**src/rtl/keypad_code_tx.sv**
```systemverilog
// Parallel-in, serial-out transmitter for the doorlock keypad code.
// Sends each nibble LSB first and flags NIB_VALID when the lock-side 4-stage register holds it.
module keypad_code_tx #(
    parameter int DIGITS     = 4,
    parameter int GAP_CYCLES = 1
) (
    input  logic                  CLK,
    input  logic                  RST,
    input  logic                  START,
    input  logic [4*DIGITS-1:0]   CODE,
    input  logic                  ABORT,
    output logic                  READY,
    output logic                  BUSY,
    output logic                  Dout,
    output logic                  NIB_VALID,
    output logic [2:0]            NIB_IDX,
    output logic                  DONE
);

    typedef enum logic [1:0] {IDLE, SHIFT, GAP} state_t;

    state_t      state, state_nxt;
    logic [31:0] shadow, shadow_nxt;
    logic [2:0]  idx, idx_nxt;
    logic [1:0]  bitcnt, bitcnt_nxt;
    logic [2:0]  gcnt, gcnt_nxt;
    logic        busy_nxt, dout_nxt, nv_nxt, done_nxt;
    logic [2:0]  nibidx_nxt;

    logic last_nib, bit_end, gap_end;

    assign last_nib = (idx == 3'(DIGITS - 1));
    assign bit_end  = (bitcnt == 2'd3);
    assign gap_end  = (gcnt == 3'(GAP_CYCLES - 1));
    assign READY    = ~BUSY;

    always_ff @(posedge CLK or negedge RST) begin
        if (!RST) begin
            state     <= IDLE;
            shadow    <= '0;
            idx       <= '0;
            bitcnt    <= '0;
            gcnt      <= '0;
            BUSY      <= 1'b0;
            Dout      <= 1'b0;
            NIB_VALID <= 1'b0;
            NIB_IDX   <= '0;
            DONE      <= 1'b0;
        end else begin
            state     <= state_nxt;
            shadow    <= shadow_nxt;
            idx       <= idx_nxt;
            bitcnt    <= bitcnt_nxt;
            gcnt      <= gcnt_nxt;
            BUSY      <= busy_nxt;
            Dout      <= dout_nxt;
            NIB_VALID <= nv_nxt;
            NIB_IDX   <= nibidx_nxt;
            DONE      <= done_nxt;
        end
    end

    always_comb begin
        state_nxt = state;
        if (ABORT) begin
            state_nxt = IDLE;
        end else begin
            case (state)
                IDLE:  if (START) state_nxt = SHIFT;
                SHIFT: begin
                    if (bit_end) begin
                        if (last_nib)             state_nxt = IDLE;
                        else if (GAP_CYCLES == 0) state_nxt = SHIFT;
                        else                      state_nxt = GAP;
                    end
                end
                GAP:   if (gap_end) state_nxt = SHIFT;
                default: state_nxt = IDLE;
            endcase
        end
    end

    // Dout is registered, so each branch selects the bit to be on the wire after this edge.
    always_comb begin
        shadow_nxt = shadow;
        idx_nxt    = idx;
        bitcnt_nxt = bitcnt;
        gcnt_nxt   = gcnt;
        busy_nxt   = BUSY;
        dout_nxt   = Dout;
        nv_nxt     = 1'b0;
        done_nxt   = 1'b0;
        nibidx_nxt = NIB_IDX;
        if (ABORT) begin
            busy_nxt = 1'b0;
            dout_nxt = 1'b0;
        end else begin
            case (state)
                IDLE: begin
                    if (START) begin
                        shadow_nxt               = '0;
                        shadow_nxt[4*DIGITS-1:0] = CODE;
                        idx_nxt                  = '0;
                        bitcnt_nxt               = '0;
                        busy_nxt                 = 1'b1;
                        dout_nxt                 = CODE[0];
                    end
                end
                SHIFT: begin
                    bitcnt_nxt = bitcnt + 2'd1;
                    if (bit_end) begin
                        nv_nxt     = 1'b1;
                        nibidx_nxt = idx;
                        if (last_nib) begin
                            done_nxt = 1'b1;
                            busy_nxt = 1'b0;
                            dout_nxt = 1'b0;
                        end else begin
                            idx_nxt  = idx + 3'd1;
                            gcnt_nxt = '0;
                            if (GAP_CYCLES == 0)
                                dout_nxt = shadow[{idx + 3'd1, 2'b00}];
                            else
                                dout_nxt = 1'b0;
                        end
                    end else begin
                        dout_nxt = shadow[{idx, bitcnt + 2'd1}];
                    end
                end
                GAP: begin
                    if (gap_end) dout_nxt = shadow[{idx, 2'b00}];
                    else         gcnt_nxt = gcnt + 3'd1;
                end
                default: begin
                    busy_nxt = 1'b0;
                    dout_nxt = 1'b0;
                end
            endcase
        end
    end

endmodule
```
**config.mk**
```make
export PLATFORM = sky130hd
export DESIGN_NAME = keypad_code_tx
export DESIGN_NICKNAME = d
export VERILOG_FILES = /design/src/rtl/keypad_code_tx.sv
export SDC_FILE = /design/constraint.sdc
export NUM_CORES = 1
export LEC_CHECK = 0
export CORE_MARGIN = 2
export CORE_UTILIZATION = 56
export DETAILED_ROUTE_END_ITERATION = 8
export PLACE_DENSITY_LB_ADDON = 0.05
export SLEW_MARGIN = 30
export SYNTH_ARGS = -nofsm -noshare
export SYNTH_HDL_FRONTEND = slang
export SYNTH_SLANG_ARGS = --single-unit
export TNS_END_PERCENT = 10
```
**constraint.sdc**
```tcl
create_clock -name CLK -period 5.6 [get_ports CLK]
set_input_delay 1.12 -clock CLK [delete_from_list [all_inputs] [get_ports CLK]]
set_output_delay 1.12 -clock CLK [all_outputs]
set_load 0.05 [all_outputs]
```
Word level (Yosys, flattened, before mapping)
Index checks and enable logic that the tools add are counted.
{ "op_classes": {"add_sub_neg": 3, "n_bitwise": 2, "eq_ne": 13, "reduce_logical": 12, "magnitude_cmp": 2, "n_mux": 37} }
{ "op_table": {"columns": ["operator", "count"], "rows": [
  ["2-to-1 mux 3 bit", 6],
  ["2-to-1 mux 1 bit", 17],
  ["less-than comparator 5 x 6 -> 1 bit, second input constant", 2],
  ["2-to-1 mux 2 bit", 6],
  ["!= test 3 bit, second input constant", 4],
  ["case mux 3 bit (2 select lines)", 2],
  ["AND reduction 3 bit", 4],
  ["!= test 2 bit, second input constant", 5],
  ["AND reduction 5 bit", 2],
  ["adder 3 x 1 -> 3 bit, second input constant", 2],
  ["case mux 1 bit (3 select lines)", 2],
  ["case mux 2 bit (3 select lines)", 1],
  ["binary-select mux 1 bit (select 5 bit)", 1],
  ["== test 2 bit, second input constant", 2],
  ["case mux 2 bit (2 select lines)", 1],
  ["AND reduction 4 bit", 1],
  ["nonzero test 2 bit", 2],
  ["binary-select mux 1 bit (select 3 bit)", 1],
  ["== test 3 x 2 -> 1 bit, second input constant", 1],
  ["zero test 3 bit", 1],
  ["adder 2 x 1 -> 2 bit, second input constant", 1],
  ["== test 2 x 1 -> 1 bit, second input constant", 1],
  ["zero test 2 bit", 1],
  ["NOT 1 bit", 2],
  ["AND reduction 2 bit", 1]
]} }
{ "word_totals": {"output_inout_bits": 8, "ff_bits": 33, "wordCells": 79} }

Depth between registers and ports, before layout
Gate-level depths: netlist of run 1.
{ "depth": {"ltp_word": 6, "mapped_depth": 7, "depth_no_buf": 7} }

Worst setup path after synthesis of run 1
No wires, ideal clock.
{ "synth_path": {"path_type": "input to register", "startpoint": "input ABORT", "endpoint": "register shadow[0]", "slack_ps": 3246, "cell_stages": 4, "t_required_ps": 5475, "n_path_buf": 2, "setup_time_ps": 125, "arrival_ps": 2229, "path_cell_list": "buf_6 -> nor3_2 -> buf_2 -> mux2_2"} }
{ "synth_via": {"elab_chain_cells": 2} }
{ "synth_rtl": {"columns": ["item", "line", "rtl"], "rows": [
  ["start: declaration", "11", "input logic ABORT,"],
  ["NOT 1 bit (no line)", null, null],
  ["AND reduction 3 bit (no line)", null, null],
  ["end signal: assignment", "51", "shadow <= shadow_nxt;"],
  ["end: declaration", "23", "logic [31:0] shadow, shadow_nxt;"]
]} }
Every way passes these cells.
A chain may end at the register's enable or synchronous reset.

Worst setup path after layout of run 1
{ "layout_path": {"startpoint": "register BUSY", "endpoint": "output READY"} }
{ "layout_via": {"elab_chain_cells": 1} }
{ "layout_rtl": {"columns": ["item", "line", "rtl"], "rows": [
  ["start: declaration", "13", "output logic BUSY,"],
  ["start signal: assignment", "55", "BUSY <= busy_nxt;"],
  ["NOT 1 bit", "35", "assign READY = ~BUSY;"],
  ["end: declaration", "12", "output logic READY,"]
]} }
Every way passes these cells.

==> qor.txt, run 1 <==
Die outline width: 58.1 µm
Ant diodes: 0
EDFF count, synth: 0
Final nets: 191
Post-synth top cells: 33 x dfrtp_1, 19 x mux2_2, 9 x nand2_1
Final ANT Viol Nets: 0
Fmax: 367 MHz
Clk slew on worst S/H paths: 0.11 ns
CTS HTree Levels: 2
Register area: 826 µm²
Tmin final: 2.72 ns
Sequential element share of the synthesized area: 0.503
Die H: 58.1 µm
Synth warn: 0
Critical Path End Type: primary output
Max-cap viol count: 0
Area Growth Syn to Fin: 21.1%
Power per cell area: 353 nW/µm²
Initial antenna violation count: 0
Critical path peak fanout: 4
Peak VDD IR: 0.283 mV
Element type at the critical path start: flip-flop
GRT Resource Usage Total: 0.193
Largest net degree at the start of global routing: 34
Total Neg Setup Slack: 0 ns
Hold Path Class: flip-flop to flip-flop
Setup WS post-layout: 2.88 ns
Setup bufs post-CTS: 0
Final WL: 2820 µm
Post-synth ARST share: 1.00
Ys flop type: dfrtp_1
Initial Util: 0.590
Peak per-stage delay on the critical path: 0.79 ns
CP Cell Sequence: inv_1 -> clkdlybuf4s50_1
Synth area leaders: dfrtp_1 50%, mux2_2 13%, mux4_2 4.1%
Placed Area: 1920 µm²
Final Instance Area: 1990 µm²
Area share of the largest cell type after synthesis: 0.503
IO buf count: 27
Drt wl/cell: 14.2 µm
Vias in the first global route: 1087
Max Root-Sink Buffers: 2
Root Buffer: clkbuf_4
Num CTS Buffers: 5
Pre-CTS WS: 2.62 ns
Most common cell in the netlist: dfrtp_1
Mapped Area: 1640 µm²
Die footprint: 3380 µm²
Biggest area consumer among synthesized cells: dfrtp_1
RSZ-0062 raised after global routing: false
Status: finished clean
Post-Syn Area per Cell: 11.9 µm²
I/O Pins: 28
# DRC: 0
Worst path slowest cell: clkdlybuf4s50_1
Multi-input gate area: 744 µm²
Required @ worst endpoint: 4.48 ns
GR Overflow Total: 0
Final period utilization: 0.486
Post-CTS sizing: 0
GP Congestion: 0.838
# setup viols final: 0
# fillers: 214
Hold Vio Cnt, Final: 0
Synth Instances: 138
Cts hold-fix bufs: 0
CORE AREA: 2780 µm²
Syn_nets: 163
First-pass GRT wire length: 4840 µm
Final Skew: 0.0133 ns
Worst Path Arrival: 1.60 ns
Clk_lat worst skew: 0.33 ns
DRT Pass-1 Iters: 5
Layout cells sized above 1: 0.210
Vias per cell: 5.75
Least-Margin Pin Slew: 0.728 ns
Iter 0 DRT Violations: 49
Setup Crit Path Kind: flip-flop to primary output
Final core occ: 0.714
P_leak: 0.857 nW
Synth cell types: 36
Final Max Tran Viols: 0
# clock sinks: 33
TritonCTS clock tree: yes
Hpwl dp: 2150 µm
Vias: 1139
Slew Limit Headroom: 0.513
Flops & latches, synth: 33
Site row count: 19
-- cell type report --
type                       count  share of cell area
tap                           31              0.0195
inverter                       8              0.0151
clock buffer                   7              0.0327
timing repair buffer          28               0.140
clock inverter                 1             0.00252
sequential                    33               0.416
multi-input combinational     90               0.375
-- path summary, 6_finish.rpt --
check	startpoint	endpoint	slack [ns]	cells past startpoint
max	BUSY$_DFFE_PN0P_	READY	2.88	2
min	gcnt[0]$_DFFE_PN0P_	gcnt[0]$_DFFE_PN0P_	0.51	1
max reg2reg	idx[0]$_DFFE_PN0P_	gcnt[2]$_DFFE_PN0P_	3.40	7
min reg2reg	gcnt[0]$_DFFE_PN0P_	gcnt[0]$_DFFE_PN0P_	0.51	1
max in group asynchronous	RST	shadow[0]$_DFFE_PN0P_	4.11	2
min in group asynchronous	RST	bitcnt[0]$_DFFE_PN0P_	1.18	2
-- layer usage --
layer / routed length (µm) / global-route usage / vias up / share of wire
li1: - / - / 552 / -
met1: 1210 / 0.244 / 548 / 0.43
met2: 1420 / 0.310 / 37 / 0.50
met3: 176 / 0.0513 / 2 / 0.063
met4: 10 / 0.0897 / 0 / 0.0036
met5: 0 / 0 / - / 0
-- registers in the layout (all words and copies together) (netlist names) --
name and count:
shadow 16, gcnt 3, DONE 1, state 2, Dout 1, NIB_VALID 1, bitcnt 2, BUSY 1
idx 3, NIB_IDX 3
-- where the power goes --
| part | internal (mW) | switching (mW) | leakage [nW] |
|---|---|---|---|
| combinational | 0.116 | 0.101 | 0.398 |
| clock | 0.0727 | 0.0776 | 0.0413 |
| sequential | 0.288 | 0.0458 | 0.418 |
-- cells by family after synthesis --
family,Yosys count,share of synthesized area
AO/OA/AOI/OAI,26,0.111
adder cells (fa/ha/maj),5,0.0381
buffers and inverters,15,0.0465
flip-flops,33,0.503
multiplexers,26,0.196
AND/OR/NAND/NOR,33,0.105
-- critical path: cells and delay by family (launching register included) --
family,cells,cell delay [ns]
buffers and inverters,2,0.85
flip-flops,1,0.42
-- per-stage QoR --
step / power, mW / std cells / hold WS, ns
after global placement: 0.548 / 190 / 0.482
after floorplan: 0.496 / 138 / 0.470
after CTS: 0.708 / 198 / 0.516
final: 0.701 / 198 / 0.511
after global routing: 0.749 / 198 / 0.525
after detailed placement: 0.559 / 190 / 0.495
-- cells in the final DEF (no fill, tap or decap), types with 4 or more instances in the layout --
cell type        instances
nor2_1                   6
nand2b_1                 5
dfrtp_1                 33
nand2_1                  9
inv_1                    8
mux2i_1                  4
ha_1                     5
o21ai_0                  6
clkbuf_4                 5
clkdlybuf4s50_1         27
mux2_2                  19
Power figures use the tool's default switching activity.
==> run 2, diff against run 1 <==
--- a/config.mk
+++ b/config.mk
@@ -6,7 +6,7 @@
 export NUM_CORES = 1
 export LEC_CHECK = 0
 export CORE_MARGIN = 2
-export CORE_UTILIZATION = 56
+export CORE_UTILIZATION = 47
 export DETAILED_ROUTE_END_ITERATION = 8
 export PLACE_DENSITY_LB_ADDON = 0.05
 export SLEW_MARGIN = 30
==> constraint.sdc (replaced) <==
create_clock -name CLK -period 2.19 [get_ports CLK]
set_input_delay 0.438 -clock CLK [delete_from_list [all_inputs] [get_ports CLK]]
set_output_delay 0.438 -clock CLK [all_outputs]
set_load 0.05 [all_outputs]
==> run 2 against run 1 <==
Against the previous run: die area is 18% higher; sequential cell count unchanged; via count is 2.8% higher; sequential share of layout area fell by 1.1 points; sequential power grew 150%; routed wire length increased by 14%; critical endpoint unchanged; largest cell class unchanged; largest power group unchanged; highest routed layer unchanged.
==> qor.txt, run 2 (synthesis results as in run 1) <==
Site row count: 21
Critical path peak fanout: 4
TritonCTS clock tree: yes
Setup WS post-layout: 0.145 ns
Final Max Tran Viols: 0
Drt wl/cell: 14.7 µm
R2R cell count: 7
Required @ worst endpoint: 1.75 ns
Register area: 826 µm²
I/O Pins: 28
Final core occ: 0.612
Ant diodes: 0
First-pass GRT wire length: 5570 µm
Num CTS Buffers: 5
GP Congestion: 0.858
Root Buffer: clkbuf_4
Worst setup endpoint: READY
Max-cap viol count: 0
RSZ-0062 raised after global routing: false
Setup bufs post-CTS: 0
Final ANT Viol Nets: 0
Peak VDD IR: 0.411 mV
Cts hold-fix bufs: 0
IO buf count: 27
Vias in the first global route: 1201
Die outline width: 63.1 µm
Iter 0 DRT Violations: 45
Most frequent cells in the layout: 33 x dfrtp_1, 27 x clkdlybuf4s50_1, 19 x mux2_2
# setup viols final: 0
Most common cell after layout, fill and taps aside: dfrtp_1
Vias: 1171
Status: finished clean
Crit path from: BUSY$_DFFE_PN0P_
Area Growth Syn to Fin: 24.5%
Element type at the critical path start: flip-flop
Max reg flops: 16
Max Root-Sink Buffers: 2
Vias per cell: 5.37
P_leak: 0.882 nW
Critical Path End Type: primary output
Final Skew: 0.0143 ns
CTS HTree Levels: 2
Hpwl dp: 2390 µm
Tmin final: 2.04 ns
Fmax: 489 MHz
# clock sinks: 33
Total Neg Setup Slack: 0 ns
Placed Area: 1990 µm²
Largest net degree at the start of global routing: 34
# fillers: 291
GRT Resource Usage Total: 0.183
Multi-input gate area: 738 µm²
Worst reg2reg startpoint: idx[0]$_DFFE_PN0P_
CORE AREA: 3340 µm²
Initial antenna violation count: 0
Clk slew on worst S/H paths: 0.10 ns
# DRC: 0
Most flop-heavy register: shadow
Least-Margin Pin Slew: 0.504 ns
Die footprint: 3980 µm²
Pre-CTS WS: 0.00692 ns
Reg2reg end: gcnt[2]$_DFFE_PN0P_
Final period utilization: 0.934
Post-CTS sizing: 0
Layout cells sized above 1: 0.227
GR Overflow Total: 0
Die H: 63.1 µm
Worst Path Arrival: 1.61 ns
Hold Path Class: input port to async pin
DRT Pass-1 Iters: 4
Hold Vio Cnt, Final: 0
Setup Crit Path Kind: flip-flop to primary output
Setup slack, reg-to-reg: 0.23 ns
Initial Util: 0.492
Slew Limit Headroom: 0.663
Final Instance Area: 2040 µm²
Clk_lat worst skew: 0.34 ns
Final WL: 3210 µm
Power per cell area: 886 nW/µm²
Final nets: 197
Power Total: 1.81 mW
-- run 2: cell types whose count changed in the layout (fill, tap and decap cells not counted) --
cell      delta
buf_12       +1
clkbuf_1     +1
nor3_2       +1
clkinv_2     -1
buf_4        +5
nor3_4       -1
clkbuf_8     -1
-- run 2: cell type report --
cell class              instances  area share
inverters                       8      0.0147
multi-input cells              90       0.362
well taps                      46      0.0282
flip-flops and latches         33       0.404
clock buffers                   7      0.0270
repair buffers                 34       0.164
-- run 2: critical path, cell delays in order, from the launching register on --
cell and delay [ns]:
dfrtp_1 0.42, inv_1 0.07, clkdlybuf4s50_1 0.79
-- run 2: through the flow --
| stage | hold WS (ns) | instances |
|---|---|---|
| 6_report | 0.483 | 218 |
| 5_1_grt | 0.522 | 218 |
| 4_1_cts | 0.502 | 218 |
| 3_5_place_dp | 0.493 | 211 |
| 3_3_place_gp | 0.484 | 211 |
| 2_1_floorplan | 0.142 | 138 |
-- run 2: how the worst min path moves through the flow --
stage,slack (ns),depth (start not counted),to,from
2_1_floorplan,0.14,0,BUSY$_DFFE_PN0P_,RST
6_report,0.48,2,bitcnt[0]$_DFFE_PN0P_,RST
4_1_cts,0.50,2,bitcnt[0]$_DFFE_PN0P_,RST
5_1_grt,0.52,1,shadow[10]$_DFFE_PN0P_,shadow[10]$_DFFE_PN0P_
3_3_place_gp,0.48,1,bitcnt[1]$_DFFE_PN0P_,bitcnt[1]$_DFFE_PN0P_
3_5_place_dp,0.49,1,shadow[9]$_DFFE_PN0P_,shadow[9]$_DFFE_PN0P_
-- run 2: layer usage --
layer  vias to the layer above  global-route usage  wire [µm]  part of all wire
met3                         6              0.0464        185             0.058
met2                        35               0.311       1630              0.51
met1                       568               0.215       1340              0.42
li1                        562                   -          -                 -
met4                         0              0.0861         56             0.017
met5                         -                   0          0                 0
-- run 2: where the power goes --
| part | leakage (nW) | internal [mW] | switching, mW |
|---|---|---|---|
| sequential | 0.418 | 0.737 | 0.0880 |
| clock | 0.0314 | 0.151 | 0.195 |
| combinational | 0.433 | 0.332 | 0.305 |
| total | 0.882 | 1.22 | 0.588 |
==> run 3, diff against run 2 <==
--- a/config.mk
+++ b/config.mk
@@ -9,6 +9,7 @@
 export CORE_UTILIZATION = 47
 export DETAILED_ROUTE_END_ITERATION = 8
 export PLACE_DENSITY_LB_ADDON = 0.05
+export REMOVE_ABC_BUFFERS = 1
 export SLEW_MARGIN = 30
 export SYNTH_ARGS = -nofsm -noshare
 export SYNTH_HDL_FRONTEND = slang
==> constraint.sdc (replaced) <==
create_clock -name CLK -period 1.7 [get_ports CLK]
set_input_delay 0.34 -clock CLK [delete_from_list [all_inputs] [get_ports CLK]]
set_output_delay 0.34 -clock CLK [all_outputs]
set_load 0.05 [all_outputs]
==> run 3 against run 2 <==
Against the previous run: largest power group unchanged; clock power increased by 44%; largest cell class unchanged; worst hold slack got worse by 0.085 ns; the flow now finishes with violations (setup timing); power up 40%; routed wire length increased by 4.1%; critical endpoint is now gcnt[2]$_DFFE_PN0P_; utilization up 5.5 points; die area is the same; register-to-register slack worse by 0.26 ns; clock skew fell by 0.0067 ns; cell area is 8.9% higher; count of clock-buffer cells in the layout unchanged; cell count is 6.9% higher; sequential cell count did not move.
==> qor.txt, run 3 (synthesis results as in run 1) <==
Required @ worst endpoint: 1.93 ns
# DRC: 0
P_leak: 0.989 nW
Critical Path End Type: flip-flop
Logic gate share of total power: 0.385
Pre-CTS WS: -0.302 ns
CTS HTree Levels: 2
GRT Resource Usage Total: 0.193
Peak VDD IR: 0.599 mV
Layout cells sized above 1: 0.401
Flop pwr share: 0.417
I/O Pins: 28
Failing checks: setup timing
Clk_lat worst skew: 0.33 ns
Final Skew: 0.00753 ns
Num CTS Buffers: 5
Final nets: 211
Setup slack, reg-to-reg: -0.03 ns
Worst Path Arrival: 1.96 ns
# clock sinks: 33
Max reg flops: 16
Clk pwr share: 0.197
Critical path peak fanout: 2
Multi-input gate area: 803 µm²
Placed Area: 2080 µm²
Die H: 63.1 µm
Most frequent cells in the layout: 32 x dfrtp_1, 26 x buf_4, 19 x mux2_2, 19 x clkdlybuf4s50_1, 9 x nand2_1
RSZ-0062 raised after global routing: true
Setup Crit Path Kind: flip-flop to flip-flop
Vias per cell: 5.30
Total Neg Setup Slack: -0.0285 ns
Hold Vio Cnt, Final: 0
Area Growth Syn to Fin: 35.6%
TritonCTS clock tree: yes
Root Buffer: clkbuf_4
Die footprint: 3980 µm²
Final WL: 3340 µm
Initial Util: 0.492
# fillers: 284
Worst hold margin: 0.398 ns
Initial antenna violation count: 0
GP Congestion: 0.861
Hpwl dp: 2450 µm
Vias in the first global route: 1316
Psw: 0.812 mW
Max Root-Sink Buffers: 2
Final core occ: 0.667
Vias: 1235
Register area: 827 µm²
Status: complete, but fails checks
Switching share of power: 0.320
Final ANT Viol Nets: 0
Tmin final: 1.73 ns
Site row count: 21
Least-Margin Pin Slew: 0.405 ns
Final Instance Area: 2220 µm²
Most common cell after layout, fill and taps aside: dfrtp_1
Most flop-heavy register: shadow
Die outline width: 63.1 µm
# setup viols final: 3
Clk slew on worst S/H paths: 0.10 ns
Setup WS post-layout: -0.0263 ns
Cts hold-fix bufs: 0
P_int: 1.73 mW
Hold Path Class: input port to async pin
Fmax: 579 MHz
Largest net degree at the start of global routing: 34
Final period utilization: 1.02
Slew Limit Headroom: 0.730
Final Max Tran Viols: 0
Iter 0 DRT Violations: 77
First-pass GRT wire length: 5930 µm
Drt wl/cell: 14.3 µm
Power per cell area: 1140 nW/µm²
GR Overflow Total: 0
DRT Pass-1 Iters: 4
Element type at the critical path start: flip-flop
IO buf count: 27
CORE AREA: 3340 µm²
Max-cap viol count: 0
Ant diodes: 0
run 3: final timing paths:
check / startpoint / end / cells after the start
max: idx[1]$_DFFE_PN0P_ / gcnt[2]$_DFFE_PN0P_ / 7
min: RST / Dout$_DFFE_PN0P_ / 2
max reg2reg: idx[1]$_DFFE_PN0P_ / gcnt[2]$_DFFE_PN0P_ / 7
min reg2reg: shadow[2]$_DFFE_PN0P_ / shadow[2]$_DFFE_PN0P_ / 1
max in group asynchronous: RST / state[0]$_DFFE_PN0P_ / 2
min in group CLK: shadow[2]$_DFFE_PN0P_ / shadow[2]$_DFFE_PN0P_ / 1
run 3: cell type report:
| class | count | area share |
|---|---|---|
| multi-input combinational | 90 | 0.361 |
| tap | 46 | 0.0259 |
| clock inverter | 1 | 0.00225 |
| inverter | 8 | 0.0135 |
| timing repair buffer | 48 | 0.196 |
| sequential | 33 | 0.372 |
| clock buffer | 7 | 0.0292 |
run 3: power groups by stage:
stage | logic [mW] | registers (mW) | clock network, mW
after floorplan | 0.489 | 1.12 | 0
after global placement | 0.885 | 1.06 | 0
after detailed placement | 0.907 | 1.07 | 0
after CTS | 0.961 | 1.06 | 0.512
after global routing | 1.08 | 1.09 | 0.565
final | 0.979 | 1.06 | 0.501
run 3: worst max-delay path, cell delays in order, from the launching register on:
cell,delay [ns]
dfrtp_1,0.40
ha_2,0.20
ha_4,0.15
nand3b_1,0.14
a211o_2,0.33
o21ai_2,0.13
o21ai_1,0.09
a21o_1,0.17
run 3: metrics by stage:
stage               power (mW)  instances
finish                    2.54        233
global route              2.73        233
CTS                       2.53        232
detailed placement        1.97        224
global placement          1.94        224
floorplan                 1.61        131
run 3: repair_timing:
item / CTS / global route
pin swaps: 5 / 0
endpoints found under the setup margin: 7 / 7
buffers inserted: 0 / 1
resized for setup: 11 / 7
run 3: metal layers:
metal,GRT usage,vias up,part of all wire
li1,-,593,-
met1,0.233,607,0.43
met2,0.331,28,0.51
met3,0.0554,7,0.040
met4,0.0639,0,0.017
met5,0,-,0
